`src/rtl/vpu_ub_writeback_if.sv`:
```
// Unified-buffer write port bundle between the VPU writeback stage and the UB.
//
// Handshake: the master raises ub_wr_en with a stable ub_wr_addr/ub_wr_data
// and holds all three unchanged until a cycle in which ub_wr_ready is also
// high; that cycle transfers exactly one word. ready may toggle freely and
// has no effect while ub_wr_en is low.
//
// Signals:
//   ub_wr_en     master -> slave  write request
//   ub_wr_addr   master -> slave  ADDR_WIDTH word address
//   ub_wr_data   master -> slave  2*DATA_WIDTH row word {lane2,lane1}
//   ub_wr_ready  slave  -> master slave accepts a word this cycle
interface vpu_ub_writeback_if #(
    parameter int DATA_WIDTH = 16,
    parameter int ADDR_WIDTH = 8
);
    logic                    ub_wr_en;
    logic [ADDR_WIDTH-1:0]   ub_wr_addr;
    logic [2*DATA_WIDTH-1:0] ub_wr_data;
    logic                    ub_wr_ready;

    modport master (
        output ub_wr_en,
        output ub_wr_addr,
        output ub_wr_data,
        input  ub_wr_ready
    );

    modport slave (
        input  ub_wr_en,
        input  ub_wr_addr,
        input  ub_wr_data,
        output ub_wr_ready
    );
endinterface

```
`src/rtl/vpu_ub_writeback.sv`:
```
// VPU -> unified-buffer writeback stage.
//
// Takes the two skewed VPU output lanes (lane 2 trails lane 1 by one cycle),
// re-aligns them into row words {lane2,lane1}, buffers the rows in a small
// FIFO and writes them to consecutive unified-buffer addresses starting at
// base_addr. done pulses for one cycle after the final row is accepted.
//
// Ports:
//   clk, rst               clock; asynchronous active-low reset
//   start                  launch pulse, honoured only when idle
//   base_addr, num_rows    job description, latched on start
//   two_col                1: pair both lanes; 0: lane 1 only, upper half 0
//   vpu_data_in_1/2        lane data
//   vpu_valid_in_1/2       lane valids (ignored unless collecting)
//   ub                     UB write port (master side, valid/ready)
//   busy                   job in progress (COLLECT or DRAIN)
//   done                   one-cycle completion pulse
//   overflow               sticky: a row arrived while the FIFO was full
//   dbg_state              current FSM state encoding
//   skew_err               only when WB_SKEW_CHECK_EN is defined: sticky lane
//                          skew error (orphan lane 2 or unpaired lane 1)
//
// Configuration macro: WB_SKEW_CHECK_EN adds the skew_err output.
// FIFO_DEPTH must be a power of two and at least 2.
module vpu_ub_writeback #(
    parameter int DATA_WIDTH = 16,
    parameter int ADDR_WIDTH = 8,
    parameter int FIFO_DEPTH = 4,
    parameter int ROWS_WIDTH = 8
) (
    input  logic                  clk,
    input  logic                  rst,
    input  logic                  start,
    input  logic [ADDR_WIDTH-1:0] base_addr,
    input  logic [ROWS_WIDTH-1:0] num_rows,
    input  logic                  two_col,
    input  logic [DATA_WIDTH-1:0] vpu_data_in_1,
    input  logic [DATA_WIDTH-1:0] vpu_data_in_2,
    input  logic                  vpu_valid_in_1,
    input  logic                  vpu_valid_in_2,
    vpu_ub_writeback_if.master    ub,
    output logic                  busy,
    output logic                  done,
    output logic                  overflow,
    output logic [1:0]            dbg_state
`ifdef WB_SKEW_CHECK_EN
    ,
    output logic                  skew_err
`endif
);

    localparam int PTR_W  = $clog2(FIFO_DEPTH);
    localparam int CNT_W  = PTR_W + 1;
    localparam int WORD_W = 2 * DATA_WIDTH;

    typedef enum logic [1:0] {
        S_IDLE    = 2'd0,
        S_COLLECT = 2'd1,
        S_DRAIN   = 2'd2
    } state_t;

    state_t state_q, state_d;

    logic [ADDR_WIDTH-1:0] base_q;
    logic [ROWS_WIDTH-1:0] num_rows_q;
    logic [ROWS_WIDTH-1:0] rows_enq_q;
    logic [ROWS_WIDTH-1:0] rows_wr_q;

    logic                  pend_v_q, pend_v_d;
    logic [DATA_WIDTH-1:0] pend_data_q, pend_data_d;

    logic [WORD_W-1:0]     mem [FIFO_DEPTH];
    logic [PTR_W-1:0]      wr_ptr_q, rd_ptr_q;
    logic [CNT_W-1:0]      fifo_cnt_q;

    logic              enq_fire;
    logic [WORD_W-1:0] enq_word;
    logic              enq_ok;
    logic              enq_drop;
    logic              fifo_full;
    logic              wr_en;
    logic              deq;
    logic              launch;
    logic              done_d;
    logic              done_q;
    logic              overflow_q;

    assign fifo_full = (fifo_cnt_q == CNT_W'(FIFO_DEPTH));
    assign wr_en     = (fifo_cnt_q != '0);
    assign deq       = wr_en && ub.ub_wr_ready;
    // A same-cycle dequeue frees the slot the incoming row needs.
    assign enq_ok    = enq_fire && (!fifo_full || deq);
    assign enq_drop  = enq_fire && fifo_full && !deq;

    // Deskew: lane 1 parks in pend_data until its lane-2 partner arrives.
    // When both valids coincide, lane 2 closes the OLD pending row and the
    // new lane 1 immediately becomes the next pending element.
    always_comb begin
        enq_fire    = 1'b0;
        enq_word    = '0;
        pend_v_d    = pend_v_q;
        pend_data_d = pend_data_q;
        if (state_q == S_COLLECT) begin
            if (two_col) begin
                if (vpu_valid_in_2 && pend_v_q) begin
                    enq_fire = 1'b1;
                    enq_word = {vpu_data_in_2, pend_data_q};
                    pend_v_d = 1'b0;
                end
                if (vpu_valid_in_1) begin
                    pend_data_d = vpu_data_in_1;
                    pend_v_d    = 1'b1;
                end
            end else if (vpu_valid_in_1) begin
                enq_fire = 1'b1;
                enq_word = {{DATA_WIDTH{1'b0}}, vpu_data_in_1};
            end
        end
    end

    // Dropped rows still count as enqueued, so the drain phase ends when the
    // FIFO runs empty rather than when rows_wr reaches num_rows; without
    // drops the two conditions coincide.
    always_comb begin
        state_d = state_q;
        done_d  = 1'b0;
        launch  = 1'b0;
        unique case (state_q)
            S_IDLE: begin
                if (start) begin
                    launch = 1'b1;
                    if (num_rows == '0) done_d  = 1'b1;
                    else                state_d = S_COLLECT;
                end
            end
            S_COLLECT: begin
                // Leave on the edge of the last enqueue so no extra row slips in.
                if (enq_fire && (rows_enq_q + ROWS_WIDTH'(1) == num_rows_q))
                    state_d = S_DRAIN;
            end
            S_DRAIN: begin
                if (!wr_en || (deq && fifo_cnt_q == CNT_W'(1))) begin
                    state_d = S_IDLE;
                    done_d  = 1'b1;
                end
            end
            default: state_d = S_IDLE;
        endcase
    end

    always_ff @(posedge clk or negedge rst) begin
        if (!rst) state_q <= S_IDLE;
        else      state_q <= state_d;
    end

    always_ff @(posedge clk or negedge rst) begin
        if (!rst) begin
            base_q      <= '0;
            num_rows_q  <= '0;
            rows_enq_q  <= '0;
            rows_wr_q   <= '0;
            pend_v_q    <= 1'b0;
            pend_data_q <= '0;
            overflow_q  <= 1'b0;
            done_q      <= 1'b0;
        end else begin
            done_q <= done_d;
            if (launch) begin
                base_q      <= base_addr;
                num_rows_q  <= num_rows;
                rows_enq_q  <= '0;
                rows_wr_q   <= '0;
                pend_v_q    <= 1'b0;
                overflow_q  <= 1'b0;
            end else begin
                pend_v_q    <= pend_v_d;
                pend_data_q <= pend_data_d;
                if (enq_fire) rows_enq_q <= rows_enq_q + ROWS_WIDTH'(1);
                if (deq)      rows_wr_q  <= rows_wr_q + ROWS_WIDTH'(1);
                if (enq_drop) overflow_q <= 1'b1;
            end
        end
    end

    // FIFO bookkeeping. Storage itself needs no reset: the output is masked
    // whenever the FIFO is empty.
    always_ff @(posedge clk or negedge rst) begin
        if (!rst) begin
            wr_ptr_q   <= '0;
            rd_ptr_q   <= '0;
            fifo_cnt_q <= '0;
        end else begin
            if (enq_ok) wr_ptr_q <= wr_ptr_q + PTR_W'(1);
            if (deq)    rd_ptr_q <= rd_ptr_q + PTR_W'(1);
            fifo_cnt_q <= fifo_cnt_q + CNT_W'(enq_ok) - CNT_W'(deq);
        end
    end

    always_ff @(posedge clk) begin
        if (enq_ok) mem[wr_ptr_q] <= enq_word;
    end

`ifdef WB_SKEW_CHECK_EN
    logic skew_evt;
    logic skew_err_q;

    // Orphan lane 2, or a fresh lane 1 overwriting an unpaired pending lane 1.
    assign skew_evt = (state_q == S_COLLECT) && two_col &&
                      ((vpu_valid_in_2 && !pend_v_q) ||
                       (vpu_valid_in_1 && pend_v_q && !vpu_valid_in_2));

    always_ff @(posedge clk or negedge rst) begin
        if (!rst)          skew_err_q <= 1'b0;
        else if (launch)   skew_err_q <= 1'b0;
        else if (skew_evt) skew_err_q <= 1'b1;
    end

    assign skew_err = skew_err_q;
`endif

    // Address wraps modulo 2^ADDR_WIDTH by construction of the adder width.
    assign ub.ub_wr_en   = wr_en;
    assign ub.ub_wr_addr = wr_en ? (base_q + ADDR_WIDTH'(rows_wr_q)) : '0;
    assign ub.ub_wr_data = wr_en ? mem[rd_ptr_q] : '0;

    assign busy      = (state_q != S_IDLE);
    assign done      = done_q;
    assign overflow  = overflow_q;
    assign dbg_state = state_q;

endmodule
```
`src/flat_wrapper.sv`:
```
// flat-port wrapper written by rule: the top's interface ports become plain ports
module vpu_ub_writeback_flat 
#(
    parameter int DATA_WIDTH = 16,
    parameter int ADDR_WIDTH = 8,
    parameter int FIFO_DEPTH = 4,
    parameter int ROWS_WIDTH = 8
)
  (clk, rst, start, base_addr, num_rows, two_col, vpu_data_in_1, vpu_data_in_2, vpu_valid_in_1, vpu_valid_in_2, busy, done, overflow, dbg_state, ub_ub_wr_en, ub_ub_wr_addr, ub_ub_wr_data, ub_ub_wr_ready);
  vpu_ub_writeback_if #(.DATA_WIDTH(DATA_WIDTH), .ADDR_WIDTH(ADDR_WIDTH)) ub_i ();
  input  logic clk;
  input  logic rst;
  input  logic start;
  input  logic [ADDR_WIDTH-1:0] base_addr;
  input  logic [ROWS_WIDTH-1:0] num_rows;
  input  logic two_col;
  input  logic [DATA_WIDTH-1:0] vpu_data_in_1;
  input  logic [DATA_WIDTH-1:0] vpu_data_in_2;
  input  logic vpu_valid_in_1;
  input  logic vpu_valid_in_2;
  output logic busy;
  output logic done;
  output logic overflow;
  output logic [1:0] dbg_state;
  output wire logic [$bits(ub_i.ub_wr_en)-1:0] ub_ub_wr_en;
  output wire logic [$bits(ub_i.ub_wr_addr)-1:0] ub_ub_wr_addr;
  output wire logic [$bits(ub_i.ub_wr_data)-1:0] ub_ub_wr_data;
  input wire logic [$bits(ub_i.ub_wr_ready)-1:0] ub_ub_wr_ready;
  assign ub_ub_wr_en = ub_i.ub_wr_en;
  assign ub_ub_wr_addr = ub_i.ub_wr_addr;
  assign ub_ub_wr_data = ub_i.ub_wr_data;
  assign ub_i.ub_wr_ready = ub_ub_wr_ready;
  vpu_ub_writeback #(.DATA_WIDTH(DATA_WIDTH), .ADDR_WIDTH(ADDR_WIDTH), .FIFO_DEPTH(FIFO_DEPTH), .ROWS_WIDTH(ROWS_WIDTH)) u_core (.clk(clk), .rst(rst), .start(start), .base_addr(base_addr), .num_rows(num_rows), .two_col(two_col), .vpu_data_in_1(vpu_data_in_1), .vpu_data_in_2(vpu_data_in_2), .vpu_valid_in_1(vpu_valid_in_1), .vpu_valid_in_2(vpu_valid_in_2), .ub(ub_i), .busy(busy), .done(done), .overflow(overflow), .dbg_state(dbg_state));
endmodule
```
`config.mk`:
```
export PLATFORM = sky130hd
export DESIGN_NAME = vpu_ub_writeback_flat
export DESIGN_NICKNAME = d
export VERILOG_FILES = /design/src/rtl/vpu_ub_writeback_if.sv /design/src/rtl/vpu_ub_writeback.sv /design/src/flat_wrapper.sv
export SDC_FILE = /design/constraint.sdc
export NUM_CORES = 1
export LEC_CHECK = 0
export CORE_MARGIN = 1.5
export CORE_UTILIZATION = 60
export CTS_CLUSTER_DIAMETER = 150
export DETAILED_ROUTE_END_ITERATION = 10
export MAX_ROUTING_LAYER = met4
export PLACE_DENSITY = 0.9
export SETUP_SLACK_MARGIN = 0.15
export SLEW_MARGIN = 20
export SYNTH_ARGS = -nofsm -noshare
export SYNTH_HDL_FRONTEND = slang
export SYNTH_SLANG_ARGS = --single-unit
```
`constraint.sdc`:
```
create_clock -name clk -period 3.7 [get_ports clk]
set_clock_uncertainty 0.2 [all_clocks]
set_input_delay 0.925 -clock clk [delete_from_list [all_inputs] [get_ports clk]]
set_output_delay 0.925 -clock clk [all_outputs]
set_load 0.01 [all_outputs]
```
==> metrics.cfg, run 1 <==
[timing]
setup_violations=0
hold_viol=0
whs_ps=254
unrepaired_setup_endpoints_after_global_routing=yes
slew_margin_rel_pct=39.6
fin_tns_setup_ps=0
tightest_slew_ps=906
final.min_clock_period_ps=3500
max_freq_mhz=286
slew_violations=0
layout_worst_path_cycle_share_pct=94.5

[synth]
synth.ff_latch_count=188
synth_enable_flop_cells=128
syn-instance-count=581
syn_area_per_cell_um2=14.5
ys_types=56
yosys_warnings=0
synth.top_cells.by_area=edfxtp_1 (46%), dfrtp_1 (18%), mux4_2 (8.6%)
async_reset_ff_share_pct=31.9
synth_seq_area_share_pct=63.5
synth_top_area_cell=edfxtp_1
number_of_nets_produced_by_synthesis=653
yosysTopAreaCellShare_pct=45.6
netlist_area_mm2=0.00842
yosys_most_used_dff=edfxtp_1

[global_route]
grt_max_degree=34
grt_pass1_wl_mm=26.4
grt.total_usage_pct=24.6
gr-total-overflow=0
antenna_found_initial=0
grt_pass1_vias=5262

[detailed_routing]
detail_route.first_pass.iterations=5
vias_per_cell=5.83
dr.first_iter.drc_count=325
detail_route.drc_violations=0
count_of_vias_placed_by_the_detailed_router=5139
routed_wirelength_mm=17.0
post_drt_wl_per_cell_um=19.2
antenna_left=0

[setup_path]
timing.critical_path.cells=ha_2, inv_1, fa_2, nor2b_2, o21ai_2, a21boi_1, buf_4, o211a_1, nor3_1, buf_2
category_of_the_worst_setup_path_capture_point=output port
worstRegToRegCells=7
worstPathBufferInverterCount=3
critPathMaxFanout=2
crit_type=register to output port
cp_slowest_cell=fa_2
critical_path_depth=10
cp_data_required_time_ps=2570
flop2flop_setup_slack_ps=1320
cp-start-kind=register
critPathMaxStageDelay_ps=390
arrival_ps=2370
crit_path_leading_delay_family=adder cells

[clocking]
cts.sinks=188
max-clock-path-buffers=2
cts_tree=built
ctsHtreeMaxLevel=4
cts_root_buf=clkbuf_16
cts_made_buffers=17
cts.hold.buffers_added=0
clock_insertion_delay_worst_skew_ps=420
clk_pin_slew_worst_paths_ps=70

[floorplan]
die_h_um=121
initial_core_util_pct=61.2
fp.dieW_um=121
core-area_mm2=0.0138
area_of_the_die_mm2=0.0148
num_io_pins=101
rows=43

[power]
power_density_mw_per_mm2=796
ir_drop_mv=0.473
sequentialPowerShare_pct=38.3
clock_power_share_pct=20.5
switching_fraction_pct=32.8
power.static_leakage_nw=3.96
p_sw_mw=2.65
power.internal_mw=5.43
combinationalPowerShare_pct=41.1

[cells_and_area]
design.final.nets=761
drive_gt1_share_pct=16.7
area_overhead_vs_synth_pct=20.6
antenna_cells_inserted=0
mostFrequentLayoutCell=edfxtp_1
most-common-layout-cells=edfxtp_1 (128), clkdlybuf4s50_1 (94), nand2_1 (60), dfrtp_1 (58), nor2b_1 (37)

[min_path]
worst_hold_path_type=input pin to async pin

[placement]
gp_congestion=0.923
port_buffers=100
hpwlAfterDp_mm=11.2

[status]
status=finished, final reports clean

[run]
maxCapViolations=0

==> worst paths after layout <==
path / from / to
max: u_core.base_q[0] / ub_ub_wr_addr[6]
min: rst / u_core.num_rows_q[0]
max reg2reg: u_core.fifo_cnt_q[1] / u_core.fifo_cnt_q[2]
min reg2reg: u_core.base_q[2] / u_core.base_q[2]
max in group asynchronous: rst / u_core.pend_data_q[11]
min in group clk: u_core.base_q[2] / u_core.base_q[2]
==> cells by family (layout without fill, tap and decap cells) <==
kind of cell	after synthesis	in the layout	share of synthesized area (%)
adder cells (fa/ha/maj)	17	17	2.70
AO/OA/AOI/OAI	49	49	3.92
flip-flops	188	188	63.5
multiplexers	60	60	12.5
buffers and inverters	45	166	2.78
AND/OR/NAND/NOR	199	199	12.2
XOR/XNOR	23	23	2.39
==> state kept, by name (all words and copies together), names as in the netlist <==
register and count:
u_core.rows_enq_q 8, u_core.done 1, u_core.fifo_cnt_q 3, u_core.mem 128, u_core.rows_wr_q 8, u_core.overflow 1, u_core.dbg_state 2, u_core.pend_v_q 1
u_core.wr_ptr_q 2, u_core.pend_data_q 16, u_core.num_rows_q 8, u_core.rd_ptr_q 2, u_core.base_q 8
==> stage by stage <==
step	power (mW)	util [%]	setup WS (ps)	std cells	area, um^2
after global routing	8.48	73.7	72.4	882	10200
after detailed placement	6.42	69.5	38.3	845	9580
after floorplan	5.09	-	668	581	8420
after global placement	6.24	69.5	147	845	9580
final	8.08	73.7	205	882	10200
after CTS	8.11	73.7	14.4	882	10100
==> timing repair <==
action / CTS / global route
setup buffers: 5 / 0
pin swaps: 1 / 4
resized for setup: 10 / 13
setup endpoints to repair: 5 / 6
==> metal layers <==
metal | global-route usage [%] | share of wire, %
met2 | 41.0 | 53
met4 | 8.60 | 1.8
met5 | - | 0
met1 | 30.9 | 41
met3 | 4.09 | 4.3
==> layout make-up <==
| class | count | area (um^2) |
|---|---|---|
| clock buffers | 21 | 450 |
| well taps | 180 | 225 |
| clock inverters | 11 | 86.3 |
| repair buffers | 118 | 1120 |
| flip-flops and latches | 188 | 5350 |
| fillers | 834 | 3620 |
| multi-input cells | 348 | 2870 |
| inverters | 16 | 60.1 |
==> power groups by stage <==
| stage | sequential, mW | clock (mW) | combinational, mW |
|---|---|---|---|
| after CTS | 3.09 | 1.69 | 3.33 |
| after floorplan | 3.03 | 0 | 2.06 |
| final | 3.10 | 1.66 | 3.33 |
| after detailed placement | 3.13 | 0 | 3.29 |
| after global placement | 3.07 | 0 | 3.17 |
| after global routing | 3.14 | 1.76 | 3.58 |
==> synthesized netlist by cell type (7+ instances only) <==
| library cell | instances |
|---|---|
| mux2_4 | 9 |
| mux4_2 | 32 |
| ha_1 | 15 |
| nand3_1 | 8 |
| inv_1 | 16 |
| dfrtp_1 | 60 |
| o21ai_0 | 7 |
| clkbuf_1 | 9 |
| nand2_1 | 60 |
| nor3_1 | 8 |
| mux2i_1 | 12 |
| edfxtp_1 | 128 |
| nor2_1 | 36 |
| buf_2 | 14 |
| nor2b_1 | 38 |
| xnor2_1 | 14 |
| and2_1 | 22 |
| xor2_1 | 9 |
| o21ai_1 | 10 |
| mux2_2 | 7 |
==> worst register-to-register path: stages (launching register included) <==
cell,delay [ps]
dfrtp_1,460
o31a_1,320
buf_4,180
ha_1,280
inv_1,40
ha_1,210
fa_1,380
xnor2_1,200
Note: power is estimated with default switching activity, not from simulation.
==> run 2, diff against run 1 <==
--- a/config.mk
+++ b/config.mk
@@ -5,12 +5,14 @@
 export SDC_FILE = /design/constraint.sdc
 export NUM_CORES = 1
 export LEC_CHECK = 0
+export ABC_AREA = 1
 export CORE_MARGIN = 1.5
-export CORE_UTILIZATION = 60
+export CORE_UTILIZATION = 51
 export CTS_CLUSTER_DIAMETER = 150
 export DETAILED_ROUTE_END_ITERATION = 10
+export GPL_ROUTABILITY_DRIVEN = 0
 export MAX_ROUTING_LAYER = met4
-export PLACE_DENSITY = 0.9
+export PLACE_DENSITY = 0.82
 export SETUP_SLACK_MARGIN = 0.15
 export SLEW_MARGIN = 20
 export SYNTH_ARGS = -nofsm -noshare
==> constraint.sdc (replaced) <==
create_clock -name clk -period 3.15 [get_ports clk]
set_clock_uncertainty 0.2 [all_clocks]
set_input_delay 0.7875 -clock clk [delete_from_list [all_inputs] [get_ports clk]]
set_output_delay 0.7875 -clock clk [all_outputs]
set_load 0.01 [all_outputs]
==> metrics.cfg, run 2 <==
[detailed_routing]
detail_route.first_pass.iterations=5  ; unchanged
antenna_left=0  ; unchanged
count_of_vias_placed_by_the_detailed_router=6541  ; +27%
post_drt_wl_per_cell_um=15.7  ; -18%
routed_wirelength_mm=19.0  ; +12%
dr.first_iter.drc_count=707  ; +120%
detail_route.drc_violations=0  ; unchanged
vias_per_cell=5.41  ; -7.1%

[floorplan]
area_of_the_die_mm2=0.0174  ; +18%
die_h_um=132  ; +8.6%
initial_core_util_pct=52.8  ; -8.4 points
rows=46  ; +7.0%
fp.dieW_um=132  ; +8.6%
num_io_pins=101  ; unchanged
core-area_mm2=0.0161  ; +17%

[setup_path]
worstReg2RegStart=u_core.fifo_cnt_q[1]
r2r-end=u_core.fifo_cnt_q[2]
cp_data_required_time_ps=2160  ; -410 ps
category_of_the_worst_setup_path_capture_point=output port
worstRegToRegCells=10  ; +3
critPathMaxFanout=2  ; unchanged
crit_type=register to output port
cp-start-kind=register
arrival_ps=2050  ; -320 ps
flop2flop_setup_slack_ps=750  ; -570 ps

[synth]
yosys_warnings=0  ; unchanged
syn-instance-count=856  ; +47%
synth.top_cells.by_area=edfxtp_1 (45%), dfrtp_1 (18%), nor2_1 (8.3%)
synthMostInstantiatedCell=nor2_1
number_of_nets_produced_by_synthesis=928  ; +42%
syn_area_per_cell_um2=9.91  ; -32%
synth.ff_latch_count=188  ; unchanged
ys_types=37  ; -34%
netlist_area_mm2=0.00848  ; +0.67%
synth.cells.most_frequent=nor2_1 (188), edfxtp_1 (128), nand2_1 (122)
yosysTopAreaCellShare_pct=45.3  ; -0.30 points
yosys_most_used_dff=edfxtp_1
async_reset_ff_share_pct=31.9  ; unchanged
synth_enable_flop_cells=128  ; unchanged
synth_seq_area_share_pct=63.0  ; -0.42 points
synth_top_area_cell=edfxtp_1

[cells_and_area]
largest_register_ff_count=128  ; unchanged
drive_gt1_share_pct=12.5  ; -4.2 points
area_overhead_vs_synth_pct=25.2
post_route_core_utilization_pct=66.1  ; -7.6 points
final_cells=1209  ; +37%
final_design_area_no_fill_mm2=0.0106  ; +4.6%
most-common-layout-cells=nor2_1 (184), edfxtp_1 (128), nand2_1 (122), o21ai_0 (92), inv_1 (66)
reg.largest.list=u_core.mem x128, u_core.pend_data_q x16
design.final.nets=1054  ; +39%
antenna_cells_inserted=0  ; unchanged
mostFrequentLayoutCell=nor2_1
largest-register=u_core.mem

[timing]
final.min_clock_period_ps=3040
tightest_slew_ps=638  ; -269 ps
slew_margin_rel_pct=57.2  ; +18 points
hold_viol=0  ; unchanged
unrepaired_setup_endpoints_after_global_routing=yes
setup_violations=0  ; unchanged
max_freq_mhz=329
slew_violations=0  ; unchanged
layout_worst_path_cycle_share_pct=96.4

[clocking]
max-clock-path-buffers=2  ; unchanged
cts.sinks=188  ; unchanged
cts_tree=built
ctsHtreeMaxLevel=4  ; unchanged
clk_pin_slew_worst_paths_ps=70  ; about the same
cts_made_buffers=17  ; unchanged
clock_insertion_delay_worst_skew_ps=420  ; about the same
cts_root_buf=clkbuf_16

[global_route]
grt_max_degree=34  ; unchanged
grt_pass1_vias=6225  ; +18%
antenna_found_initial=0  ; unchanged
grt_pass1_wl_mm=30.7  ; +16%
grt.total_usage_pct=23.2  ; -1.4 points
gr-total-overflow=0  ; unchanged

[placement]
hpwlAfterDp_mm=12.1  ; +8.2%
port_buffers=100  ; unchanged
place_inst=1164  ; +38%
dpl-instance-area_mm2=0.00992  ; +3.6%

[power]
power_density_mw_per_mm2=957  ; +20%
ir_drop_mv=0.506  ; +6.9%
power.static_leakage_nw=4.38  ; +11%

[status]
status=finished, final reports clean

[min_path]
worst_hold_path_type=input pin to async pin

[run]
maxCapViolations=0  ; unchanged

-- run 2: area by class of cell --
class                   count  area (um^2)
well taps                 216          270
multi-input cells         557         2800
repair buffers            146         1400
clock inverters            13          103
fillers                  1167         5440
clock buffers              17          425
inverters                  72          275
flip-flops and latches    188         5350
-- run 2: worst max-delay path, stage by stage, from the launching register on --
cell and delay (ps):
dfrtp_1 360, ha_2 190, inv_2 40, fa_2 330, inv_2 70, nand3_2 50
nand2_1 70, nand2_1 50, nand2_1 70, a21oi_2 50, xor2_1 140, nor2_1 90
buf_2 130
-- run 2: timing repair --
item | CTS | global route
hold buffers | 0 | 0
buffers inserted | 12 | 2
cloned | 2 | 0
resized for setup | 58 | 41
endpoints found under the setup margin | 39 | 23
pin swaps | 10 | 10
-- run 2: report_power, final --
group / internal (mW) / switching, mW / total (mW)
clock: 1.07 / 0.856 / 1.92
sequential: 3.42 / 0.336 / 3.75
combinational: 1.88 / 2.61 / 4.49
total: 6.36 / 3.80 / 10.2
-- run 2: routing by layer --
layer | share of wire (%) | global-route usage, % | vias up
met5 | 0 | - | -
met4 | 1.2 | 7.35 | 0
met3 | 6.3 | 4.42 | 24
met2 | 51 | 39.0 | 252
met1 | 41 | 28.6 | 3143
li1 | - | - | 3122
-- run 2: how the worst max path moves through the flow --
stage | startpoint | endpoint | slack [ps] | cells past startpoint
after floorplan | vpu_valid_in_2 | u_core.mem[1][0] | -180 | 6
after global placement | u_core.rows_wr_q[0] | ub_ub_wr_addr[6] | 40 | 12
after detailed placement | u_core.rows_wr_q[0] | ub_ub_wr_addr[6] | 6 | 12
after CTS | u_core.rd_ptr_q[1] | ub_ub_wr_data[0] | 30 | 5
after global routing | u_core.base_q[0] | ub_ub_wr_addr[6] | -40 | 12
final | u_core.rows_wr_q[0] | ub_ub_wr_addr[6] | 110 | 12
-- run 2: kinds of logic (layout without fill, tap and decap cells) --
| logic type | count (synthesis) | after routing | synth area share, % |
|---|---|---|---|
| adders and majority gates | 17 | 17 | 2.69 |
| AOI/OAI and AO/OA | 175 | 175 | 11.1 |
| and+or+nand+nor | 356 | 356 | 17.0 |
| DFF | 188 | 188 | 63.0 |
| xor gates and xnor gates | 9 | 9 | 0.930 |
| buffers and inverters | 111 | 248 | 5.25 |
-- run 2: metrics by stage --
stage	hold slack (ps)	setup TNS, ps	setup WS [ps]	power (mW)
floorplan	253	-22520	-176	6.22
global placement	266	0	42.1	8.09
detailed placement	273	0	6.18	8.23
CTS	105	0	34.7	10.2
global route	128	-35.5	-35.5	10.8
finish	105	0	112	10.2
==> run 3, diff against run 2 <==
--- a/config.mk
+++ b/config.mk
@@ -11,7 +11,6 @@
 export CTS_CLUSTER_DIAMETER = 150
 export DETAILED_ROUTE_END_ITERATION = 10
 export GPL_ROUTABILITY_DRIVEN = 0
-export MAX_ROUTING_LAYER = met4
 export PLACE_DENSITY = 0.82
 export SETUP_SLACK_MARGIN = 0.15
 export SLEW_MARGIN = 20
==> metrics.cfg, run 3 (synthesis results as in run 2) <==
[status]
status=finished, final reports clean

[clocking]
cts.sinks=188  ; unchanged
clock_insertion_delay_worst_skew_ps=420  ; about the same
cts_root_buf=clkbuf_16
max-clock-path-buffers=2  ; unchanged
ctsHtreeMaxLevel=4  ; unchanged
cts_tree=built
cts_made_buffers=17  ; unchanged
clk_pin_slew_worst_paths_ps=70  ; about the same

[floorplan]
rows=46  ; unchanged
die_h_um=132  ; unchanged
fp.dieW_um=132  ; unchanged
area_of_the_die_mm2=0.0174  ; unchanged
num_io_pins=101  ; unchanged
core-area_mm2=0.0161  ; unchanged
initial_core_util_pct=52.8  ; unchanged

[power]
power.internal_mw=6.36  ; about the same
combinationalPowerShare_pct=44.0  ; -0.2 points
power.static_leakage_nw=4.38  ; about the same
ir_drop_mv=0.508  ; +0.39%
clock_power_share_pct=19.0  ; about the same
sequentialPowerShare_pct=37.0  ; about the same
switching_fraction_pct=37.3  ; about the same
p_sw_mw=3.79  ; -0.20%
power_density_mw_per_mm2=956  ; about the same

[placement]
port_buffers=100  ; unchanged
hpwlAfterDp_mm=12.1  ; unchanged
dpl-instance-area_mm2=0.00992  ; unchanged
place_ws_ps=6.18  ; unchanged

[setup_path]
worstPathBufferInverterCount=3  ; unchanged
cp_data_required_time_ps=2160  ; about the same
timing.critical_path.cells=ha_2, inv_1, fa_2, inv_2, nand3_1, nand2_1, nand2_1, nand2_1, a21oi_1, xor2_1, nor2_1, buf_2
arrival_ps=2060  ; about the same
crit_path_leading_delay_family=adder cells
critPathMaxFanout=2  ; unchanged
cp_slowest_cell=dfrtp_1
cp-start-kind=register
crit_type=register to output port
critPathMaxStageDelay_ps=360  ; about the same
critical_path.most_common_cell=nand2_1
category_of_the_worst_setup_path_capture_point=output port

[cells_and_area]
mostFrequentLayoutCell=nor2_1
area_overhead_vs_synth_pct=25.1  ; about the same
final.fill_count=1172  ; +0.43%
largest_register_ff_count=128  ; unchanged
design.final.nets=1054  ; unchanged
antenna_cells_inserted=0  ; unchanged
reg.largest.list=u_core.mem x128, u_core.pend_data_q x16
final_design_area_no_fill_mm2=0.0106  ; about the same
drive_gt1_share_pct=12.2  ; -0.30 points
largest-register=u_core.mem
most-common-layout-cells=nor2_1 (184), edfxtp_1 (128), nand2_1 (122), o21ai_0 (92), inv_1 (67)

[timing]
slew_margin_rel_pct=54.8  ; -2.4 points
setup_violations=0  ; unchanged
unrepaired_setup_endpoints_after_global_routing=yes
final_critical_path_setup_slack_ps=98.0  ; -14.0 ps
tightest_slew_ps=674  ; +36.2 ps
whs_ps=105  ; -0.438 ps
max_freq_mhz=328  ; -0.46%
hold_viol=0  ; unchanged
fin_tns_setup_ps=0  ; unchanged
final.min_clock_period_ps=3050  ; +14.0 ps
slew_violations=0  ; unchanged
layout_worst_path_cycle_share_pct=96.9  ; +0.44 points

[global_route]
grt_pass1_wl_mm=30.7  ; about the same
gr-total-overflow=0  ; unchanged
antenna_found_initial=0  ; unchanged
groute.layer.met3.usage_pct=4.81  ; +0.38 points
grt_use_met2_pct=39.0  ; about the same
grt.total_usage_pct=22.5  ; -0.70 points
grt_pass1_vias=6219  ; -0.096%
grt_util_met1_pct=28.5  ; -0.10 points
grt_max_degree=34  ; unchanged
grt_busiest_layer=met2

[detailed_routing]
dr.first_iter.drc_count=696  ; -1.6%
vias_per_cell=5.39  ; -0.41%
post_drt_wl_per_cell_um=15.7  ; about the same
detail_route.drc_violations=0  ; unchanged
detail_route.first_pass.iterations=5  ; unchanged
routed_wirelength_mm=19.0  ; about the same
count_of_vias_placed_by_the_detailed_router=6514  ; -0.41%
antenna_left=0  ; unchanged

[run]
maxCapViolations=0  ; unchanged

[min_path]
worst_hold_path_type=input pin to async pin

-- run 3: changes by cell type in the layout (fill, tap and decap cells not counted), sizes merged --
cell	change
clkdlybuf4s15	+1
dlygate4sd2	-1
-- run 3: metrics by stage --
step | total power [mW] | util, % | std cells
floorplan | 6.22 | - | 856
global placement | 8.09 | 61.8 | 1164
detailed placement | 8.23 | 61.8 | 1164
CTS | 10.2 | 66.1 | 1208
global route | 10.8 | 66.1 | 1209
finish | 10.1 | 66.1 | 1209
-- run 3: area by class of cell --
cell class | count | area, um^2 | area share [%]
clock buffer | 17 | 425 | 4.01
clock inverter | 13 | 103 | 0.967
inverter | 72 | 275 | 2.59
multi-input combinational | 557 | 2790 | 26.3
sequential | 188 | 5350 | 50.4
tap | 216 | 270 | 2.55
timing repair buffer | 146 | 1400 | 13.2
-- run 3: path summary, 6_finish.rpt --
kind / start / to / slack (ps) / depth (start not counted)
setup / recovery: u_core.rows_wr_q[0] / ub_ub_wr_addr[6] / 100 / 12
hold / removal: rst / u_core.num_rows_q[4] / 100 / 1
setup reg to reg: u_core.fifo_cnt_q[1] / u_core.fifo_cnt_q[2] / 760 / 10
hold reg to reg: u_core.pend_data_q[0] / u_core.pend_data_q[0] / 290 / 2
max in group asynchronous: rst / u_core.pend_data_q[15] / 1990 / 2
min in group clk: u_core.pend_data_q[0] / u_core.pend_data_q[0] / 290 / 2
-- run 3: layer usage --
metal | up-vias | wire length (um)
met3 | 19 | 1200
met1 | 3143 | 7790
met4 | 0 | 254
met5 | - | 0
met2 | 226 | 9770
li1 | 3126 | -
-- run 3: repair_timing --
action	CTS	global route
hold buffers	0	0
resized for setup	58	39
setup endpoints to repair	39	24
setup buffers	12	2
pin swaps	10	11
gates cloned	2	0
-- run 3: power by group through the flow --
stage	Combinational, mW	Sequential, mW	Clock [mW]
after floorplan	2.53	3.69	0
after global placement	4.34	3.74	0
after detailed placement	4.45	3.78	0
after CTS	4.49	3.74	1.94
after global routing	4.96	3.81	2.06
final	4.47	3.75	1.93
